$ cat src/rtl/clk_div_pkg.sv
// Shared constants and helpers for the multi-channel programmable clock divider.
package clk_div_pkg;
    localparam int DIV_RST_DEF = 16;
    localparam int DIV_MIN     = 2;

    // Length of the low phase; odd ratios give the extra cycle to the low phase.
    function automatic int unsigned lo_of(input int unsigned div);
        return div - (div >> 1);
    endfunction
endpackage

$ cat src/rtl/clk_div_chan.sv
// One divider channel: counter, active/pending divisor, output and edge strobes.
module clk_div_chan
    import clk_div_pkg::*;
#(
    parameter int W       = 8,
    parameter int DIV_RST = DIV_RST_DEF
) (
    input  logic         CLK,
    input  logic         RESET,
    input  logic         en,
    input  logic         wr,
    input  logic [W-1:0] wr_div,
    output logic         busy,
    output logic         clk_out,
    output logic         rise,
    output logic         fall
);
    logic [W-1:0] cnt_q, cnt_d;
    logic [W-1:0] div_q, div_d;
    logic [W-1:0] pend_q, pend_d;
    logic         pend_vld_q, pend_vld_d;
    logic         out_q, out_d;
    logic         rise_q, rise_d;
    logic         fall_q, fall_d;
    logic         wrap;

    assign wrap = (cnt_q == div_q - W'(1));

    always_comb begin
        cnt_d      = cnt_q;
        div_d      = div_q;
        pend_d     = pend_q;
        pend_vld_d = pend_vld_q;
        out_d      = out_q;
        rise_d     = 1'b0;
        fall_d     = 1'b0;
        if (!en) begin
            // Idle channel: a write restarts it cleanly from the low phase.
            if (wr) begin
                div_d      = wr_div;
                cnt_d      = '0;
                out_d      = 1'b0;
                pend_vld_d = 1'b0;
            end
        end else begin
            cnt_d = wrap ? '0 : cnt_q + W'(1);
            if (wrap) begin
                if (wr)              div_d = wr_div;
                else if (pend_vld_q) div_d = pend_q;
                pend_vld_d = 1'b0;
            end else if (wr) begin
                pend_d     = wr_div;
                pend_vld_d = 1'b1;
            end
            // At a wrap cnt_d is 0, so the old divisor's LO gives the right answer.
            out_d  = (cnt_d >= W'(lo_of(32'(div_q))));
            rise_d = ~out_q & out_d;
            fall_d = out_q & ~out_d;
        end
    end

    always_ff @(posedge CLK) begin
        if (RESET) begin
            cnt_q      <= '0;
            div_q      <= W'(DIV_RST);
            pend_q     <= '0;
            pend_vld_q <= 1'b0;
            out_q      <= 1'b0;
            rise_q     <= 1'b0;
            fall_q     <= 1'b0;
        end else begin
            cnt_q      <= cnt_d;
            div_q      <= div_d;
            pend_q     <= pend_d;
            pend_vld_q <= pend_vld_d;
            out_q      <= out_d;
            rise_q     <= rise_d;
            fall_q     <= fall_d;
        end
    end

    assign busy    = pend_vld_q;
    assign clk_out = out_q;
    assign rise    = rise_q;
    assign fall    = fall_q;
endmodule

$ cat src/rtl/clk_div_multi.sv
// Multi-channel programmable clock-enable divider: write validation, channel decode,
// and NCH independent divider channels.
module clk_div_multi
    import clk_div_pkg::*;
#(
    parameter int NCH     = 4,
    parameter int W       = 8,
    parameter int DIV_RST = DIV_RST_DEF,
    localparam int SELW   = (NCH > 1) ? $clog2(NCH) : 1
) (
    input  logic            CLK,
    input  logic            RESET,
    input  logic [NCH-1:0]  EN,
    input  logic            DIV_WR,
    input  logic [SELW-1:0] DIV_SEL,
    input  logic [W-1:0]    DIV_IN,
    output logic [NCH-1:0]  DIV_BUSY,
    output logic            DIV_ERR,
    output logic [NCH-1:0]  CLK_OUT,
    output logic [NCH-1:0]  RISE,
    output logic [NCH-1:0]  FALL
);
    logic wr_ok;
    logic err_q, err_d;

    assign wr_ok = DIV_WR && (DIV_IN >= W'(DIV_MIN)) && (int'(DIV_SEL) < NCH);

    always_comb begin
        err_d = DIV_WR & ~wr_ok;
    end

    always_ff @(posedge CLK) begin
        if (RESET) err_q <= 1'b0;
        else       err_q <= err_d;
    end

    assign DIV_ERR = err_q;

    for (genvar i = 0; i < NCH; i++) begin : g_ch
        clk_div_chan #(
            .W       (W),
            .DIV_RST (DIV_RST)
        ) u_ch (
            .CLK     (CLK),
            .RESET   (RESET),
            .en      (EN[i]),
            .wr      (wr_ok && (DIV_SEL == SELW'(i))),
            .wr_div  (DIV_IN),
            .busy    (DIV_BUSY[i]),
            .clk_out (CLK_OUT[i]),
            .rise    (RISE[i]),
            .fall    (FALL[i])
        );
    end
endmodule
$ cat config.mk
export PLATFORM = sky130hd
export DESIGN_NAME = clk_div_multi
export DESIGN_NICKNAME = d
export VERILOG_FILES = /design/src/rtl/clk_div_pkg.sv /design/src/rtl/clk_div_chan.sv /design/src/rtl/clk_div_multi.sv
export SDC_FILE = /design/constraint.sdc
export NUM_CORES = 1
export LEC_CHECK = 0
export CAP_MARGIN = 20
export CORE_MARGIN = 3
export CORE_UTILIZATION = 60
export DETAILED_ROUTE_END_ITERATION = 8
export PLACE_DENSITY = 0.82
export SETUP_SLACK_MARGIN = 0.05
export SYNTH_ARGS = -nofsm -noshare
export SYNTH_HDL_FRONTEND = slang
export SYNTH_SLANG_ARGS = --single-unit
$ cat constraint.sdc
create_clock -name CLK -period 4.2 [get_ports CLK]
set_input_delay 0.42 -clock CLK [delete_from_list [all_inputs] [get_ports CLK]]
set_output_delay 0.42 -clock CLK [all_outputs]
set_load 0.1 [all_outputs]
Word level (Yosys, flattened, before mapping)
Cells that the tools add are included.
Word-level totals
  output and inout port bits: 17
  word-level logic and storage cells: 169
  register bits: 113
  input bits: 17
Cells by class
  eq/ne operators: 15
  muxes and demuxes: 52
  order comparisons: 5
  reduce and logical (&&, ||, !) cells: 30
  $add $sub $neg: 12
  bitwise logic cells: 26
Operator list (count)
  $mux 8: 32
  $add 8x1->8 const B: 4
  $eq 8x8->1: 4
  $ge 8x8->1: 4
  $sub 8x1->8 const B: 4
  $sub 8x7->8: 4
  $reduce_and 3->1: 8
  $mux 1: 20
  $not 1->1: 17
  $reduce_bool 2->1: 8
  $ne 3x1->1 const B: 4
  $and 1x1->1: 9
  $ge 8x2->1 const B: 1
  $ne 2x1->1 const B: 4
  $reduce_and 2->1: 4
  $reduce_or 2->1: 4
  $logic_and 1x1->1: 5
  $eq 2x2->1 const B: 2
  $eq 2x1->1 const B: 1
  $logic_not 2->1: 1

Logic depth before layout (Yosys ltp)
Gate-level depths: netlist (run 1).
  depth in word-level cells: 6
  mapped depth: 15
  mapped depth without buffers: 14

Modules after synthesis
Synthesis (run 1) repeated with hierarchy kept, for this count alone.
Unflattened totals
  cell total of the unflattened synthesis: 1035
  area, all modules: 9019.9 µm²
By module, submodules not included
  clk_div_chan (g_ch[0].u_ch ...): cells each 262, instances 2, area an instance 2239.6 µm², seq. area each 560.5 µm²
  clk_div_chan (g_ch[3].u_ch): cells each 253, instances 1, area an instance 2218.4 µm², seq. area each 560.5 µm²
  clk_div_chan (g_ch[1].u_ch): cells each 246, instances 1, area an instance 2214.6 µm², seq. area each 560.5 µm²
  clk_div_multi: cells each 12, instances 1, area an instance 107.6 µm², seq. area each 20.0 µm²

Worst setup path after synthesis (run 1)
No wires, ideal clock.
  path type: reg2reg
  start: register g_ch[3].u_ch.div_q[2]
  end: register g_ch[3].u_ch.fall_q
  cell stages (with the launch flop): 16
  library setup time: 0.060 ns
  path buffers: 1
  required time: 4.140 ns
  period minus slack after synthesis: 3.076 ns
  arrival: 3.016 ns
  setup slack: 1.124 ns
  path through: dfxtp_1 inv_1 ha_1 a21bo_2 a21o_2 a2111oi_4 and3_2 buf_2 or2_2 ha_1 nand2b_1 a21o_1 a21oi_1 o21ai_0 a31oi_1 o2111a_1
Between the ends
  word-level cells in the longest chain between the ends: 6
  elaborated cells between the ends (all ways): 7
  classes of those cells: add/sub (2); order compare (1); eq/ne (1); mux (1); bitwise (2)
RTL lines
  from (decl): line clk_div_chan.sv:19  | logic [W-1:0] div_q, div_d;
  from (signal assigned): line clk_div_chan.sv:65  | div_q <= W'(DIV_RST);
  from (signal assigned): line clk_div_chan.sv:73  | div_q <= div_d;
  $sub 8x1->8: line clk_div_chan.sv:27  | assign wrap = (cnt_q == div_q - W'(1));
  $eq 8x8->1: line clk_div_chan.sv:27
  $mux 8: line clk_div_chan.sv:46  | cnt_d = wrap ? '0 : cnt_q + W'(1);
  $ge 8x8->1 *: line clk_div_chan.sv:56  | out_d = (cnt_d >= W'(lo_of(32'(div_q))));
  $not 1->1 *: line clk_div_chan.sv:58  | fall_d = out_q & ~out_d;
  $and 1x1->1 *: line clk_div_chan.sv:58
  to (signal assigned): line clk_div_chan.sv:78  | fall_q <= fall_d;
  to (decl): line clk_div_chan.sv:24  | logic fall_q, fall_d;
Mark *: on every way between the ends. The rest lies on a longest branch, timed or not.
A chain may end at the register's enable or synchronous reset.

Final worst setup path (run 1)
  start: register g_ch[0].u_ch.div_q[1]
  end: register g_ch[0].u_ch.out_q
Between the ends
  word-level cells in the longest chain between the ends: 5
  elaborated cells between the ends (all ways): 6
  classes of those cells: add/sub (2); order compare (1); eq/ne (1); mux (2)
RTL lines
  from (decl): line clk_div_chan.sv:19
  from (signal assigned): line clk_div_chan.sv:65
  from (signal assigned): line clk_div_chan.sv:73
  $sub 8x1->8: line clk_div_chan.sv:27
  $eq 8x8->1: line clk_div_chan.sv:27
  $mux 8: line clk_div_chan.sv:46
  $ge 8x8->1 *: line clk_div_chan.sv:56
  $mux 1 *: line clk_div_chan.sv:37  | if (!en) begin
  to (signal assigned): line clk_div_chan.sv:76  | out_q <= out_d;
  to (decl): line clk_div_chan.sv:22  | logic out_q, out_d;
Marks and branches as above.

==> results of run 1 <==
power by group:
group / total [mW] / switching (mW) / internal, mW
logic: 0.539 / 0.319 / 0.220
registers: 1.15 / 0.0414 / 1.10
clock network: 1.35 / 0.514 / 0.836
critical path: cells and delay by family (launching register included):
family / cells / cell delay [ns]
fa+ha+maj: 2 / 0.50
flops: 1 / 0.42
compound gates: 7 / 1.52
buf+inv: 1 / 0.11
simple gates: 3 / 0.80
flip-flops by register name, summed over array words and instances (netlist names):
signal and count:
g_ch.u_ch.fall 4, g_ch.u_ch.rise 4, g_ch.u_ch.pend_q 32, g_ch.u_ch.clk_out 4, g_ch.u_ch.busy 4, g_ch.u_ch.cnt_q 32
DIV_ERR 1, g_ch.u_ch.div_q 32
routing by layer:
metal  up-vias  track usage (%)  wire length (um)
met2       177             40.4              9170
li1       3576                -                 -
met4         0             7.57               346
met5         -                0                 0
met1      3393             32.0              8750
met3        34             4.21               831
stage by stage:
stage,area [um2],hold WS [ns]
finish,9530,0.480
global route,9530,0.506
CTS,9530,0.482
detailed placement,8980,0.472
global placement,8980,0.461
floorplan,8690,0.448
area by class of cell:
cell class | instances | area (um2) | area share [%]
clock inverter | 10 | 87.6 | 0.919
inverter | 69 | 259 | 2.72
multi-input combinational | 774 | 5820 | 61.1
tap | 180 | 225 | 2.36
timing repair buffer | 44 | 410 | 4.31
sequential | 113 | 2260 | 23.7
clock buffer | 21 | 460 | 4.83
worst max path at each step:
| stage | cells after the start | start | to | slack [ns] |
|---|---|---|---|---|
| CTS | 13 | g_ch[0].u_ch.div_q[1] | g_ch[0].u_ch.clk_out | 0.72 |
| global placement | 13 | g_ch[0].u_ch.div_q[1] | g_ch[0].u_ch.fall | 0.94 |
| detailed placement | 13 | g_ch[0].u_ch.div_q[1] | g_ch[0].u_ch.clk_out | 0.75 |
| finish | 13 | g_ch[0].u_ch.div_q[1] | g_ch[0].u_ch.clk_out | 0.69 |
| global route | 13 | g_ch[0].u_ch.div_q[5] | g_ch[0].u_ch.rise | 0.38 |
| floorplan | 15 | g_ch[3].u_ch.div_q[2] | g_ch[3].u_ch.fall | 1.12 |
placed cells by master (no fill, tap or decap), types with 15 or more instances in the layout:
cell	instances
xor2_1	39
a21oi_1	44
nor2_1	95
clkbuf_16	17
or4_1	15
o21ai_0	36
nand2_1	50
xnor2_1	57
a21o_1	16
clkdlybuf4s50_1	32
o31ai_1	16
dfxtp_1	113
ha_1	96
nand3_1	39
a31oi_1	17
nor3_1	17
inv_1	69
nand2b_1	32
mux2i_1	54
cells by family after synthesis:
family | after synthesis
adder cells (fa/ha/maj) | 100
AO/OA/AOI/OAI | 213
flip-flops | 113
AND/OR/NAND/NOR | 304
multiplexers | 61
XOR/XNOR | 96
buffers and inverters | 137
==> flow_summary.toml, run 1 <==
[run_status]
status = "completed"

[timing]
setup_slack_ns = 0.693
fin_tns_setup_ns = 0
hold_viol_final = 0
skew_ns = 0.00723
tightest_slew_ns = 1.07
grt_setup_unrepaired = "false"
slew_headroom_pct = 28.1
drv_slew = 0
fin_crit_ns = 3.51
post-route-period-util_pct = 83.5
fmax_mhz = 285
finalSetupViolCount = 0

[clock_tree]
cts_setup_buffers = 0
cts_num_sinks = 113
clockBufferDepth = 2
post_cts_resized = 0
cts-buffers-inserted = 17
htree_levels = 4
cts_root_buf = "clkbuf_16"
clkLatencyLatePin_ns = 0.42
cts.hold.buffers_added = 0
cts_tree = "yes"
path_clk_slew_ns = 0.06

[power_and_ir_drop]
finalPower_mw = 3.04
powerDensity_nw_per_um2 = 319
ir_drop_mv = 0.328
p_leak_nw = 3.90

[global_route]
first_global_vias = 6728
grt_pass1_wl_um = 32200
grt_start_max_net_pins = 93
antenna_found_initial = 0
grt_overflow = 0
grtUsageTotal_pct = 24.2

[worst_setup_path]
crit_slowest_cell = "dfxtp_1"
crit_path_max_incr_delay_ns = 0.42
rrSetupSlack_ns = 0.69
cp-end-kind = "flip-flop"
r2r-start = "g_ch[0].u_ch.div_q[1]"
cp.arrival_ns = 3.80
rr_worst_depth = 13
r2r-end = "g_ch[0].u_ch.clk_out"
critical_path_class = "flip-flop to flip-flop"
worstPathCellList = "inv_1, ha_1, nor2b_1, a311o_1, a211oi_2, nand3_1, and2_1, ha_1, a21o_1, a21oi_1, o21ai_0, a31oi_1, o21ai_0"
cp-start-kind = "flip-flop"
worstPathMaxFanout = 10
worstPathRequired_ns = 4.49

[job]
max-cap-violations = 0

[routing]
drtPass1Iterations = 6
antenna_left = 0
vias_per_cell = 5.93
drc_errors = 0
wl_um = 19100
drt-wirelength-per-cell_um = 15.8
drt_iter0_drc = 471
num_vias = 7180

[yosys]
async_flop_share_pct = 0
syn-cell-area_um2 = 8690
synthSimpleGateAreaFrac_pct = 17.7
yosysMostFrequentCell = "dfxtp_1"
synth_mux_area_share_pct = 7.12
synth_top_family_by_area = "compound AO/OA/AOI/OAI gates"
synthDistinctLibCells = 73
synth_cells = 1024
yosysTopAreaCell = "dfxtp_1"
synth_fa_ha_area_share_pct = 14.7
syn_area_per_cell_um2 = 8.49
synthXorXnorAreaFrac_pct = 9.67
synth.net_count = 1141
netlist_top_cells_area = "dfxtp_1, ha_1, mux2i_1"
yosys_most_used_dff = "dfxtp_1"
synth_top_area_share_pct = 26.0
synth_edf_count = 0
yosys_warnings = 0
synth-compound-area-share_pct = 17.7
ys_ff_latch = 113
ys_seq_area_share_pct = 26.0
ys_top_cells_by_count = "dfxtp_1, ha_1, nor2_1"

[floorplan]
dieArea_um2 = 16000
initial_core_util_pct = 61.9
rows = 43
die_y_um = 126
core_area_um2 = 14000
die_x_um = 126
pin_count = 34

[cells_and_area]
area_growth_syn_to_layout_pct = 9.61
fin_cells = 1211
drive_above_1_share_pct = 7.47
fillCellCount = 1121
nets = 1136
diodes = 0
fin_util_pct = 67.9

[worst_hold_path]
min_from = "g_ch[1].u_ch.pend_q[4]"
whs_endpoint = "g_ch[1].u_ch.pend_q[4]"
hold_path_depth = 2
hold_class = "flip-flop to flip-flop"

[place]
io_buffers = 33
dp_cells = 1180
dp_hpwl_um = 13800
dp_slack_ns = 0.755
place_congestion = 0.902
No activity file was read; power rests on OpenSTA's default activity.
==> run 2: changes to the inputs <==
Clock period 4.2 ns to 3.4 ns, I/O delays scaled along.
==> flow_summary.toml, run 2 (synthesized netlist as in run 1, its figures left out) <==
[run_status]
status = "completed"

[floorplan]
dieArea_um2 = 16000
pin_count = 34
die_y_um = 126
core_area_um2 = 14000
initial_core_util_pct = 61.9
die_x_um = 126
rows = 43

[cells_and_area]
multi_input_area_um2 = 5860
nets = 1156
drive_above_1_share_pct = 10.1
mostFrequentLayoutCells = "dfxtp_1, ha_1, nor2_1"
area_growth_syn_to_layout_pct = 12.5
fin_cells = 1232
mostFrequentLayoutCell = "dfxtp_1"
top_regs = "g_ch.u_ch.cnt_q: 32 flops, g_ch.u_ch.div_q: 32 flops, g_ch.u_ch.pend_q: 32 flops"
regArea_um2 = 2270
fillCellCount = 1096
diodes = 0

[global_route]
grtUsageTotal_pct = 24.8
grt_pass1_wl_um = 33200
grt_overflow = 0
grt_start_max_net_pins = 83
antenna_found_initial = 0
first_global_vias = 7119

[clock_tree]
clockBufferDepth = 2
cts_tree = "yes"
cts_root_buf = "clkbuf_16"
htree_levels = 4
cts_num_sinks = 113
clkLatencyLatePin_ns = 0.42
cts.hold.buffers_added = 0
cts-buffers-inserted = 17
path_clk_slew_ns = 0.06

[routing]
vias_per_cell = 5.90
antenna_left = 0
drtPass1Iterations = 6
drt_iter0_drc = 544
drc_errors = 0
drt-wirelength-per-cell_um = 16.0
num_vias = 7269
wl_um = 19700

[timing]
post-route-period-util_pct = 95.9
slew_headroom_pct = 35.4
fin_crit_ns = 3.26
finalSetupViolCount = 0
grt_setup_unrepaired = "true"
tightest_slew_ns = 0.967
hold_viol_final = 0
drv_slew = 0
hold_ws_ns = 0.474
fmax_mhz = 307
setup_slack_ns = 0.141
skew_ns = 0.00689

[worst_setup_path]
critical_path_class = "flip-flop to flip-flop"
cp-end-kind = "flip-flop"
cp-start-kind = "flip-flop"
worstPathRequired_ns = 3.77
rr_worst_depth = 14
worstPathMaxFanout = 5
cp.arrival_ns = 3.63

[power_and_ir_drop]
finalPower_mw = 3.97
ir_drop_mv = 0.372
p_leak_nw = 4.04
powerDensity_nw_per_um2 = 406

[worst_hold_path]
hold_path_depth = 2
hold_class = "flip-flop to flip-flop"

[place]
dp_hpwl_um = 14200
place_congestion = 0.910
dp_cells = 1195
io_buffers = 33
dp_slack_ns = 0.112

[job]
max-cap-violations = 0
[run 2: layer usage]
metal / GRT usage, % / routed length, um
met2: 41.2 / 9420
met1: 32.3 / 9160
met3: 4.38 / 720
met4: 9.15 / 405
met5: 0 / 0
[run 2: layout make-up]
class	count	share of cell area, %
tap	180	2.30
multi-input combinational	774	59.9
timing repair buffer	64	5.73
inverter	69	2.65
clock inverter	10	1.34
sequential	113	23.2
clock buffer	22	4.95
[run 2: power by group]
group          switching [mW]  total, mW  leakage, nW  internal, mW
logic                   0.400      0.683         2.82         0.283
clock network           0.647       1.87        0.306          1.22
registers              0.0494       1.41        0.917          1.36
[run 2: worst max-delay path, cell delays in order (launching register included)]
cell	delay, ns
dfxtp_1	0.37
inv_1	0.11
ha_1	0.26
a21bo_2	0.22
a21o_2	0.23
a2111oi_4	0.42
and3_4	0.28
or2_2	0.12
ha_1	0.23
nand2b_1	0.15
a21o_1	0.17
a21oi_1	0.13
o21ai_0	0.09
a31oi_1	0.23
o2111a_1	0.20
[run 2: metrics by stage]
step / setup TNS (ns) / instance area [um2] / util (%)
2_1_floorplan: 0 / 8690 / -
3_3_place_gp: 0 / 9090 / 64.8
3_5_place_dp: 0 / 9090 / 64.8
4_1_cts: 0 / 9710 / 69.1
5_1_grt: -0.141 / 9780 / 69.7
6_report: 0 / 9780 / 69.7
[run 2: worst paths after layout]
path / endpoint / from / slack, ns
hold / removal: g_ch[1].u_ch.pend_q[3] / g_ch[1].u_ch.pend_q[3] / 0.47
setup / recovery: g_ch[3].u_ch.fall / g_ch[3].u_ch.div_q[0] / 0.14
setup reg to reg: g_ch[3].u_ch.fall / g_ch[3].u_ch.div_q[0] / 0.14
hold reg to reg: g_ch[1].u_ch.pend_q[3] / g_ch[1].u_ch.pend_q[3] / 0.47
[run 2: repair_timing]
item / CTS / global route
buffers inserted: 0 / 5
resized for setup: 0 / 11
endpoints found under the setup margin: 0 / 12
